===== config.mk =====
export PLATFORM = sky130hd
export DESIGN_NAME = pc_sequencer
export DESIGN_NICKNAME = d
export VERILOG_FILES = /design/src/rtl/pc_sequencer.sv
export SDC_FILE = /design/constraint.sdc
export NUM_CORES = 1
export LEC_CHECK = 0
export CORE_MARGIN = 3
export CORE_UTILIZATION = 25
export CTS_CLUSTER_DIAMETER = 100
export CTS_CLUSTER_SIZE = 8
export DETAILED_ROUTE_END_ITERATION = 10
export MAX_ROUTING_LAYER = met4
export PLACE_DENSITY = 0.54
export SLEW_MARGIN = 20
export SYNTH_ARGS = -nofsm -noshare
export SYNTH_HDL_FRONTEND = slang
export SYNTH_SLANG_ARGS = --single-unit

===== constraint.sdc =====
create_clock -name clk -period 7 [get_ports clk]
set_input_delay 2.1 -clock clk [delete_from_list [all_inputs] [get_ports clk]]
set_output_delay 2.1 -clock clk [all_outputs]
set_load 0.02 [all_outputs]

===== src/rtl/pc_sequencer.sv =====
// pc_sequencer: program counter and fetch-redirect stage.
// Holds the architectural PC and advances it by PC_INC each cycle. A taken
// branch or register jump loads the target and asserts flush for
// FLUSH_CYCLES unstalled cycles. halt_req parks the sequencer until reset.
//
// Ports:
//   clk         system clock, all state updates on the rising edge
//   rst         synchronous, active-high reset
//   stall       hold pc and freeze the flush countdown
//   br_taken    branch taken, redirect to br_target
//   br_target   resolved branch target
//   jr          register-indirect jump, redirect to jr_target (wins over br_taken)
//   jr_target   register jump target
//   halt_req    halt instruction decoded
//   pc          current fetch address (registered)
//   link_addr   pc + PC_INC (combinational)
//   flush       squash in-flight fetch/decode entries
//   instr_valid instruction at pc is architecturally valid
//   halted      sequencer stopped
//   misalign    sticky, set when a redirect target is not a multiple of PC_INC
module pc_sequencer #(
  parameter int unsigned ADDR_W       = 32,
  parameter logic [ADDR_W-1:0] RESET_PC = '0,
  parameter int unsigned PC_INC       = 4,
  parameter int unsigned FLUSH_CYCLES = 2
) (
  input  logic              clk,
  input  logic              rst,
  input  logic              stall,
  input  logic              br_taken,
  input  logic [ADDR_W-1:0] br_target,
  input  logic              jr,
  input  logic [ADDR_W-1:0] jr_target,
  input  logic              halt_req,
  output logic [ADDR_W-1:0] pc,
  output logic [ADDR_W-1:0] link_addr,
  output logic              flush,
  output logic              instr_valid,
  output logic              halted,
  output logic              misalign
);

  localparam logic [ADDR_W-1:0] INC       = ADDR_W'(PC_INC);
  localparam logic [3:0]        FLUSH_LEN = 4'(FLUSH_CYCLES);

  typedef enum logic [1:0] {
    RUN   = 2'd0,
    FLUSH = 2'd1,
    HALT  = 2'd2
  } state_t;

  state_t            state, state_n;
  logic [ADDR_W-1:0] pc_n;
  logic [3:0]        cnt, cnt_n;
  logic              misalign_n;
  logic [ADDR_W-1:0] redirect_target;
  logic              redirect;

  // jr has priority over br_taken when both arrive together.
  assign redirect        = jr | br_taken;
  assign redirect_target = jr ? jr_target : br_target;

  always_ff @(posedge clk) begin
    if (rst) begin
      state    <= RUN;
      pc       <= RESET_PC;
      cnt      <= '0;
      misalign <= 1'b0;
    end else begin
      state    <= state_n;
      pc       <= pc_n;
      cnt      <= cnt_n;
      misalign <= misalign_n;
    end
  end

  always_comb begin
    state_n    = state;
    pc_n       = pc;
    cnt_n      = cnt;
    misalign_n = misalign;
    unique case (state)
      RUN: begin
        if (halt_req) begin
          state_n = HALT;
        end else if (redirect) begin
          state_n = FLUSH;
          pc_n    = redirect_target;
          cnt_n   = FLUSH_LEN;
          if ((redirect_target % INC) != '0) misalign_n = 1'b1;
        end else if (!stall) begin
          pc_n = pc + INC;
        end
      end
      FLUSH: begin
        // Redirects and halts seen here come from squashed instructions.
        if (!stall) begin
          pc_n = pc + INC;
          if (cnt <= 4'd1) begin
            state_n = RUN;
            cnt_n   = '0;
          end else begin
            cnt_n = cnt - 4'd1;
          end
        end
      end
      HALT: begin
        state_n = HALT;
      end
      default: begin
        state_n = RUN;
      end
    endcase
  end

  assign link_addr   = pc + INC;
  assign flush       = (state == FLUSH);
  assign instr_valid = (state == RUN);
  assign halted      = (state == HALT);

endmodule


* Word level (Yosys, flattened, before mapping)
Cells that the tools add are included. W data, S select, Z words.
Operators by class: mux-type cells 15, magnitude comparators 1, bitwise gates (word level) 2, equality and inequality tests 7, reduce and logical (&&, ||, !) cells 7, $add $sub $neg 2
Operator list (count):
- $mux W32 | 4
- $pmux W32 S2 | 1
- $add A32 B3 Y32 const B | 1
- $reduce_bool A32 Y1 | 1
- $mux W4 | 4
- $mux W2 | 4
- $pmux W4 S2 | 1
- $reduce_and A4 Y1 | 2
- $pmux W2 S3 | 1
- $le A4 B1 Y1 const B | 1
- $ne A2 B1 Y1 const B | 2
- $ne A2 B2 Y1 const B | 2
- $sub A4 B1 Y4 const B | 1
- $ne A3 B2 Y1 const B | 1
- $reduce_and A3 Y1 | 1
- $eq A2 B1 Y1 const B | 1
- $eq A2 B2 Y1 const B | 1
- $logic_not A2 Y1 | 1
- $reduce_and A2 Y1 | 1
- $reduce_bool A2 Y1 | 1
- $not A1 Y1 | 1
- $or A1 B1 Y1 | 1
Word-level totals: input port bits 70, bits in registers 39

* Logic depth before layout (Yosys ltp)
Gate-level depths: netlist of run 1.
word-level depth 5, depth in mapped cells 8

* Least setup slack after synthesis of run 1
No wires, ideal clock.
path kind reg-to-output, start register pc[2], end output link_addr[30], required time 4.900 ns, data arrival time 2.243 ns, slack 2.657 ns, buffers on the path 1, cell stages (with the launch flop) 8, cell sequence dfxtp_1 > ha_1 > and4_1 > nand4_1 > or4b_1 > buf_2 > nor3_2 > xor2_1
On the way: cells in the longest elaborated chain, start to end 1
RTL lines:
- start, declared | line 35 | output logic [ADDR_W-1:0] pc,
- start signal, assigned | line 71 | pc <= pc_n;
- $add A32 B3 Y32 | line 116 | assign link_addr = pc + INC;
- end, declared | line 36 | output logic [ADDR_W-1:0] link_addr,
Every way passes these cells.

* Final worst setup path of run 1
start register pc[2], end output link_addr[28]
The elaborated chain is that of the path after synthesis.

==> results of run 1 <==
==> synthesized netlist by cell type, drive strengths merged (9+ instances only) <==
cell	count	area, um2
nor2	41	154
dfxtp	39	781
a21oi	30	150
nand2	30	113
nand3	25	130
buf	22	124
mux2i	22	220
o21ai	20	100
clkbuf	19	73.8
nor3	19	100
xor2	17	149
mux2	12	135
xnor2	12	105
inv	10	37.5
nand4	10	62.6
a211oi	9	67.6
and3	9	56.3
==> metrics by stage <==
stage	cell area [um2]	power, uW	worst slack (ns)	cells	hold slack, ns
floorplan	3230	435	2.66	427	0.471
global placement	4650	577	2.15	696	0.466
detailed placement	4650	580	2.10	696	0.473
CTS	4810	830	1.79	704	0.488
global route	4810	864	1.59	704	0.543
finish	4810	824	1.78	704	0.477
==> layer usage <==
metal / global-route usage / vias to the layer above / part of all wire
met5: - / - / 0
met4: 0.0379 / 0 / 0.0091
met3: 0.0429 / 12 / 0.086
met2: 0.300 / 145 / 0.48
met1: 0.214 / 1760 / 0.43
li1: - / 1790 / -
==> sequential cells by signal (all words and copies together) (netlist names) <==
register	flops
cnt	4
misalign	1
pc	32
state	2
==> path summary, 6_finish.rpt <==
kind              startpoint       endpoint  slack, ns  cells past startpoint
setup / recovery       pc[2]  link_addr[28]       1.78                      8
hold / removal      misalign       misalign       0.48                      2
setup reg to reg    state[1]         pc[17]       4.55                      7
hold reg to reg     misalign       misalign       0.48                      2
==> critical path, stage by stage (launching register included) <==
cell	delay (ns)
sky130_fd_sc_hd__dfxtp_1	0.44
sky130_fd_sc_hd__ha_1	0.24
sky130_fd_sc_hd__and4_1	0.25
sky130_fd_sc_hd__nand4_1	0.10
sky130_fd_sc_hd__buf_4	0.21
sky130_fd_sc_hd__or4b_1	0.64
sky130_fd_sc_hd__nor2_1	0.18
sky130_fd_sc_hd__xor2_1	0.15
sky130_fd_sc_hd__clkdlybuf4s50_1	0.61
==> area by class of cell <==
cell class | instances | share of cell area
Inverter | 10 | 0.00780
Timing Repair Buffer | 142 | 0.292
Sequential cell | 39 | 0.162
Multi-Input combinational cell | 337 | 0.461
Tap cell | 168 | 0.0437
Clock buffer | 7 | 0.0317
Clock inverter | 1 | 0.00156
==> where the power goes <==
part / leakage [uW] / switching, uW / internal, uW / total, uW
Combinational: 0.00131 / 151 / 145 / 296
Clock: 0.0000761 / 97.7 / 152 / 249
Sequential: 0.000320 / 37.6 / 242 / 279
Total: 0.00171 / 286 / 538 / 824
==> logic make-up after synthesis <==
family                   Yosys count  synth area share
buffers and inverters             51            0.0728
adder cells (fa/ha/maj)            3            0.0116
XOR/XNOR                          29            0.0786
AO/OA/AOI/OAI                    100             0.203
multiplexers                      34             0.110
AND/OR/NAND/NOR                  171             0.283
flip-flops                        39             0.241
==> impl_metrics.env, run 1 <==
export IMPL_outcome="complete, no violations"
export IMPL_cts_tree="yes"
export IMPL_dominantRegCellSynth="sky130_fd_sc_hd__dfxtp_1"
export IMPL_cts_post_setup_buffers_inserted=0
export IMPL_grt_total_usage=0.177
export IMPL_worst_endpoint_arrival_ns=3.12
export IMPL_drt_pass1_iter_count=5
export IMPL_fin_worst_skew_ns=0.00665
export IMPL_wirelength_mm=12.4
export IMPL_fmax_mhz=192
export IMPL_maxCapViolations=0
export IMPL_ctsRootBufferMaster="sky130_fd_sc_hd__clkbuf_16"
export IMPL_antenna_violating_nets_post_route=0
export IMPL_timing_critical_path_to_type="output pin"
export IMPL_die_width_um=120
export IMPL_synth_async_sr_flop_share=0
export IMPL_via_per_inst=5.27
export IMPL_post_route_drc_count=0
export IMPL_io_buffers=137
export IMPL_post_drt_wl_per_cell_um=17.7
export IMPL_layout_common_cells="sky130_fd_sc_hd__clkdlybuf4s50_1, sky130_fd_sc_hd__nor2_1, sky130_fd_sc_hd__dfxtp_1"
export IMPL_ioPinCount=138
export IMPL_final_common_cell="sky130_fd_sc_hd__clkdlybuf4s50_1"
export IMPL_holdCritPathClass="flip-flop to flip-flop"
export IMPL_maximum_number_of_pins_on_one_net_before_global_route_repair=38
export IMPL_synthCells=427
export IMPL_globalRouteOverflowTotal=0
export IMPL_area_sequential_um2=781
export IMPL_gp_congestion=0.812
export IMPL_numCtsBuffers=5
export IMPL_mean_instance_size_in_the_synthesized_netlist_um2=7.57
export IMPL_timing_max_slew_rel_slack=0.354
export IMPL_fill_cell_count=1294
export IMPL_timing_worst_setup_path_type="flip-flop to output pin"
export IMPL_min_period_over_period=0.745
export IMPL_setup_violations_final=0
export IMPL_postSynthRegisterBits=39
export IMPL_post_route_cells_drive_above_1_share=0.0690
export IMPL_max_vdd_ir_drop_v=0.0000998
export IMPL_vias_in_the_first_global_route=3834
export IMPL_number_of_distinct_library_cell_variants_in_the_gate_level_netlist_after_synthesis=61
export IMPL_cts_htree_levels=2
export IMPL_finalNetCount=608
export IMPL_power_per_cell_area_mw_per_mm2=171
export IMPL_timing_worst_slew_pin_value_ns=0.969
export IMPL_clk_insertion_delay_late_ns=0.29
export IMPL_dp_hpwl_mm=9.16
export IMPL_clk_path_buf_depth=2
export IMPL_via_count=3707
export IMPL_drt_iter0_drcs=214
export IMPL_grt_antenna_before_repair=0
export IMPL_final_util=0.391
export IMPL_ctsHoldBuffers=0
export IMPL_worst_ep_required_time_ns=4.90
export IMPL_grt_setup_unrepaired="false"
export IMPL_area_delta_synth_final_pct=48.9
export IMPL_first_pass_grt_wire_length_mm=20.0
export IMPL_clk_pin_slew_worst_paths_ns=0.06
export IMPL_final_hold_violation_count=0
export IMPL_critPathLaunchType="flip-flop"
export IMPL_dieArea_mm2=0.0143
export IMPL_critical_path_max_fanout=12
export IMPL_floorplan_die_height_um=120
export IMPL_cts_sinks=39
export IMPL_yosys_warnings=0
export IMPL_std_cell_rows=40
export IMPL_p_leak_uw=0.00171
export IMPL_floorplan_initialDensity=0.263
export IMPL_synth_nets=500
export IMPL_cts_resized_gates=0
export IMPL_setup_total_negative_slack_ns=0
export IMPL_synth_edf_count=0
export IMPL_synth_yosys_seq_area_share=0.241
export IMPL_diodes=0
export IMPL_placeableCoreArea_mm2=0.0123
export IMPL_fin_crit_period_ns=5.22
export IMPL_multi_input_comb_area_mm2=0.00222
export IMPL_drv_slew=0
export IMPL_synth_cell_area_mm2=0.00323
Power figures use the tool's default switching activity.
==> run 2: changes to the inputs <==
PLACE_DENSITY = 0.56   (was 0.54)
clock period = 4.3 ns   (was 7 ns; I/O delays follow)
==> run 2 against run 1 <==
Against the previous run: critical path depth shrank 1; wire length shrank 0.18%; first-iteration DRC count shrank 2.8%; clock power rose by 81%; highest routed layer unchanged.
==> impl_metrics.env, run 2 (synthesis gave the netlist of run 1 again) <==
export IMPL_grt_antenna_before_repair=0
export IMPL_fin_crit_period_ns=4.08
export IMPL_setup_violations_final=0
export IMPL_timing_max_slew_rel_slack=0.492
export IMPL_min_period_over_period=0.949
export IMPL_maxCapViolations=0
export IMPL_cts_post_setup_buffers_inserted=0
export IMPL_multi_input_comb_area_mm2=0.00223
export IMPL_critical_path_cell_chain="ha_1, and4_1, nand4_1, buf_4, nor4_4, xor2_1, clkdlybuf4s50_1"
export IMPL_peak_per_stage_delay_on_the_critical_path_ns=0.65
export IMPL_numCtsBuffers=5
export IMPL_area_sequential_um2=782
export IMPL_register_bank_with_the_most_flops="pc"
export IMPL_placeableCoreArea_mm2=0.0123
export IMPL_io_buffers=137
export IMPL_timing_hold_ws_ns=0.491
export IMPL_outcome="complete, no violations"
export IMPL_first_pass_grt_wire_length_mm=19.2
export IMPL_via_per_inst=5.23
export IMPL_drt_iter0_drcs=208
export IMPL_vias_in_the_first_global_route=3693
export IMPL_layout_common_cells="sky130_fd_sc_hd__clkdlybuf4s50_1, sky130_fd_sc_hd__nor2_1, sky130_fd_sc_hd__dfxtp_1"
export IMPL_maximum_number_of_pins_on_one_net_before_global_route_repair=37
export IMPL_fill_cell_count=1292
export IMPL_grt_total_usage=0.169
export IMPL_std_cell_rows=40
export IMPL_final_cells=713
export IMPL_crit_path_top_delay_cell="sky130_fd_sc_hd__clkdlybuf4s50_1"
export IMPL_worst_slack_ns=0.219
export IMPL_clk_pin_slew_worst_paths_ns=0.07
export IMPL_p_leak_uw=0.00181
export IMPL_drv_slew=0
export IMPL_fin_worst_skew_ns=0.00472
export IMPL_cts_htree_levels=2
export IMPL_timing_critical_path_to_type="output pin"
export IMPL_final_common_cell="sky130_fd_sc_hd__clkdlybuf4s50_1"
export IMPL_grt_setup_unrepaired="false"
export IMPL_post_route_drc_count=0
export IMPL_postLayoutCellArea_mm2=0.00491
export IMPL_worst_ep_required_time_ns=3.01
export IMPL_dieArea_mm2=0.0143
export IMPL_area_delta_synth_final_pct=52.0
export IMPL_critPathLaunchType="flip-flop"
export IMPL_dp_cells=705
export IMPL_ctsRootBufferMaster="sky130_fd_sc_hd__clkbuf_16"
export IMPL_worst_endpoint_arrival_ns=2.79
export IMPL_timing_worst_setup_path_type="flip-flop to output pin"
export IMPL_floorplan_initialDensity=0.263
export IMPL_critical_path_max_fanout=11
export IMPL_wirelength_mm=12.4
export IMPL_dp_hpwl_mm=9.31
export IMPL_die_width_um=120
export IMPL_cts_tree="yes"
export IMPL_final_hold_violation_count=0
export IMPL_via_count=3726
export IMPL_biggestRegsByFlops="pc (32), cnt (4), state (2)"
export IMPL_fmax_mhz=245
export IMPL_diodes=0
export IMPL_setup_total_negative_slack_ns=0
export IMPL_ioPinCount=138
export IMPL_post_route_cells_drive_above_1_share=0.0881
export IMPL_clk_insertion_delay_late_ns=0.28
export IMPL_drt_pass1_iter_count=4
export IMPL_holdCritPathClass="flip-flop to flip-flop"
export IMPL_floorplan_die_height_um=120
export IMPL_dpl_cell_area_mm2=0.00472
export IMPL_timing_worst_slew_pin_value_ns=0.757
export IMPL_globalRouteOverflowTotal=0
export IMPL_antenna_violating_nets_post_route=0
export IMPL_buffers_and_inverters_on_the_worst_path=2
export IMPL_number_of_flip_flops_in_the_largest_register=32
export IMPL_pre_cts_setup_slack_ns=0.245
export IMPL_clk_path_buf_depth=2
export IMPL_max_vdd_ir_drop_v=0.000161
export IMPL_power_per_cell_area_mw_per_mm2=284
export IMPL_finalNetCount=617
export IMPL_cts_sinks=39
export IMPL_gp_congestion=0.879
export IMPL_timing_critical_path_max_delay_family="buffers and inverters"
export IMPL_post_drt_wl_per_cell_um=17.4
==> run 2: final cells by class <==
cell class | count | share of cell area
multi-input combinational | 337 | 0.455
timing repair buffer | 151 | 0.300
sequential | 39 | 0.159
tap | 168 | 0.0428
clock inverter | 2 | 0.00713
clock buffer | 6 | 0.0283
inverter | 10 | 0.00764
==> run 2: repair_timing <==
item,CTS,global route
setup endpoints to repair,2,3
gates resized for setup,1,4
hold buffers,0,0
==> run 2: power breakdown <==
group          leakage, uW  switching (uW)  internal (uW)  total [uW]
registers         0.000321            52.7            394         446
logic              0.00141             255            245         500
clock network    0.0000868             162            289         451
==> run 2: tightest hold or removal path, stage by stage (launching register included) <==
cell                      delay [ns]
sky130_fd_sc_hd__dfxtp_1        0.34
sky130_fd_sc_hd__a21oi_1        0.04
sky130_fd_sc_hd__nor2_1         0.08
==> run 2: final timing paths <==
path / depth (start not counted) / slack [ns] / end / start
worst max-delay path: 7 / 0.22 / link_addr[20] / pc[3]
worst min register to register: 2 / 0.49 / misalign / misalign
worst min-delay path: 2 / 0.49 / misalign / misalign
worst max register to register: 6 / 2.01 / pc[6] / state[1]
==> run 2: metal layers <==
metal | track usage | up-vias | wire length [um]
li1 | - | 1808 | -
met1 | 0.210 | 1760 | 5460
met2 | 0.285 | 150 | 5920
met3 | 0.0419 | 8 | 954
met4 | 0.0265 | 0 | 91
met5 | - | - | 0
==> run 2: through the flow <==
stage               total power [uW]   util
floorplan                        708      -
global placement                 949  0.383
detailed placement               956  0.383
CTS                             1400  0.398
global route                    1450  0.399
finish                          1400  0.399
==> run 3: changes to the inputs <==
CORE_MARGIN = 4   (was 3)
==> run 3 against run 2 <==
Against the previous run: critical path depth unchanged; core utilization shrank 1.1 points; first-iteration DRC count fell by 21%; cell count is 0.98% higher; register-to-register slack got worse by 0.06 ns; hold slack gained 0.0053 ns; wire length rose by 2.5%; clock power fell by 18%; sequential share of layout area is essentially flat; sequential cell count stayed put; critical endpoint unchanged; largest power group unchanged; highest routed layer unchanged.
==> impl_metrics.env, run 3 (synthesis gave the netlist of run 1 again) <==
export IMPL_outcome="complete, no violations"
export IMPL_clk_pin_slew_worst_paths_ns=0.06
export IMPL_setup_violations_final=0
export IMPL_die_width_um=122
export IMPL_drv_slew=0
export IMPL_clk_path_buf_depth=2
export IMPL_post_route_drc_count=0
export IMPL_antenna_violating_nets_post_route=0
export IMPL_ctsRootBufferMaster="sky130_fd_sc_hd__clkbuf_16"
export IMPL_vias_in_the_first_global_route=3866
export IMPL_p_leak_uw=0.00181
export IMPL_dp_hpwl_mm=9.60
export IMPL_finalNetCount=620
export IMPL_post_drt_wl_per_cell_um=17.7
export IMPL_diodes=0
export IMPL_timing_max_slew_rel_slack=0.533
export IMPL_globalRouteOverflowTotal=0
export IMPL_worst_slack_ns=0.160
export IMPL_grt_total_usage=0.175
export IMPL_timing_worst_slew_pin_value_ns=0.700
export IMPL_ioPinCount=138
export IMPL_grt_setup_unrepaired="false"
export IMPL_via_per_inst=5.29
export IMPL_dieArea_mm2=0.0148
export IMPL_drt_pass1_iter_count=5
export IMPL_numCtsBuffers=5
export IMPL_floorplan_initialDensity=0.256
export IMPL_worst_endpoint_arrival_ns=2.85
export IMPL_power_per_cell_area_mw_per_mm2=269
export IMPL_post_route_cells_drive_above_1_share=0.0876
export IMPL_area_delta_synth_final_pct=51.7
export IMPL_maxCapViolations=0
export IMPL_dpl_cell_area_mm2=0.00475
export IMPL_wirelength_mm=12.7
export IMPL_clk_insertion_delay_late_ns=0.29
export IMPL_critical_path_max_fanout=11
export IMPL_via_count=3809
export IMPL_number_of_flip_flops_in_the_largest_register=32
export IMPL_pre_cts_setup_slack_ns=0.249
export IMPL_postLayoutCellArea_mm2=0.00490
export IMPL_cts_tree="yes"
export IMPL_grt_antenna_before_repair=0
export IMPL_timing_critical_path_to_type="output pin"
export IMPL_final_common_cell="sky130_fd_sc_hd__clkdlybuf4s50_1"
export IMPL_final_cells=720
export IMPL_fin_crit_period_ns=4.14
export IMPL_setup_total_negative_slack_ns=0
export IMPL_ctsHoldBuffers=0
export IMPL_fmax_mhz=242
export IMPL_critPathLaunchType="flip-flop"
export IMPL_std_cell_rows=41
export IMPL_final_hold_violation_count=0
export IMPL_placeableCoreArea_mm2=0.0126
export IMPL_holdCritPathClass="flip-flop to flip-flop"
export IMPL_maximum_number_of_pins_on_one_net_before_global_route_repair=37
export IMPL_layout_common_cells="sky130_fd_sc_hd__clkdlybuf4s50_1, sky130_fd_sc_hd__nor2_1, sky130_fd_sc_hd__dfxtp_1"
export IMPL_gp_congestion=0.906
export IMPL_timing_worst_setup_path_type="flip-flop to output pin"
export IMPL_max_vdd_ir_drop_v=0.000163
export IMPL_min_period_over_period=0.963
export IMPL_register_bank_with_the_most_flops="pc"
export IMPL_dp_cells=712
export IMPL_floorplan_die_height_um=122
export IMPL_first_pass_grt_wire_length_mm=20.1
export IMPL_biggestRegsByFlops="pc (32), cnt (4), state (2)"
export IMPL_cts_post_setup_buffers_inserted=0
export IMPL_cts_sinks=39
export IMPL_io_buffers=137
export IMPL_worst_ep_required_time_ns=3.01
export IMPL_drt_iter0_drcs=164
export IMPL_cts_htree_levels=2
export IMPL_fin_worst_skew_ns=0.00434
## run 3: metrics by stage
stage	total power [uW]	hold slack (ns)	utilization
2_1_floorplan	708	0.471	-
3_3_place_gp	954	0.452	0.376
3_5_place_dp	959	0.470	0.376
4_1_cts	1330	0.493	0.387
5_1_grt	1390	0.524	0.389
6_report	1320	0.496	0.389
## run 3: cell type report
| type | count | area [um2] |
|---|---|---|
| fillers | 1359 | 7720 |
| multi-input cells | 337 | 2230 |
| repair buffers | 154 | 1500 |
| flip-flops and latches | 39 | 781 |
| well taps | 172 | 215 |
| clock buffers | 7 | 133 |
| inverters | 10 | 37.5 |
| clock inverters | 1 | 5.00 |
## run 3: layer usage
| metal | wire length (um) | GRT usage | vias up | part of all wire |
|---|---|---|---|---|
| met2 | 6070 | 0.280 | 169 | 0.48 |
| li1 | - | - | 1812 | - |
| met4 | 232 | 0.0567 | 0 | 0.018 |
| met1 | 5370 | 0.215 | 1804 | 0.42 |
| met5 | 0 | - | - | 0 |
| met3 | 1050 | 0.0455 | 24 | 0.083 |
## run 3: report_power, final
part	internal, uW	switching, uW
Clock	215	155
Sequential	393	51.5
Combinational	247	259
## run 3: what timing repair did
| item | in CTS | in global routing |
|---|---|---|
| resized for setup | 1 | 3 |
| hold endpoints to repair | 0 | 0 |
| endpoints found under the setup margin | 2 | 3 |
## run 3: worst max-delay path, cell delays in order, from the launching register on
cell and delay (ns):
sky130_fd_sc_hd__dfxtp_1 0.44, sky130_fd_sc_hd__ha_1 0.24, sky130_fd_sc_hd__and4_1 0.26, sky130_fd_sc_hd__nand4_1 0.18, sky130_fd_sc_hd__buf_4 0.25, sky130_fd_sc_hd__nor4_4 0.37, sky130_fd_sc_hd__xor2_1 0.19, sky130_fd_sc_hd__clkdlybuf4s50_1 0.64
## run 3: path summary, 6_finish.rpt
path	cells after the start	from	end	slack [ns]
min	2	misalign	misalign	0.50
max reg2reg	7	state[1]	pc[17]	1.95
max	7	pc[2]	link_addr[20]	0.16
min reg2reg	2	misalign	misalign	0.50
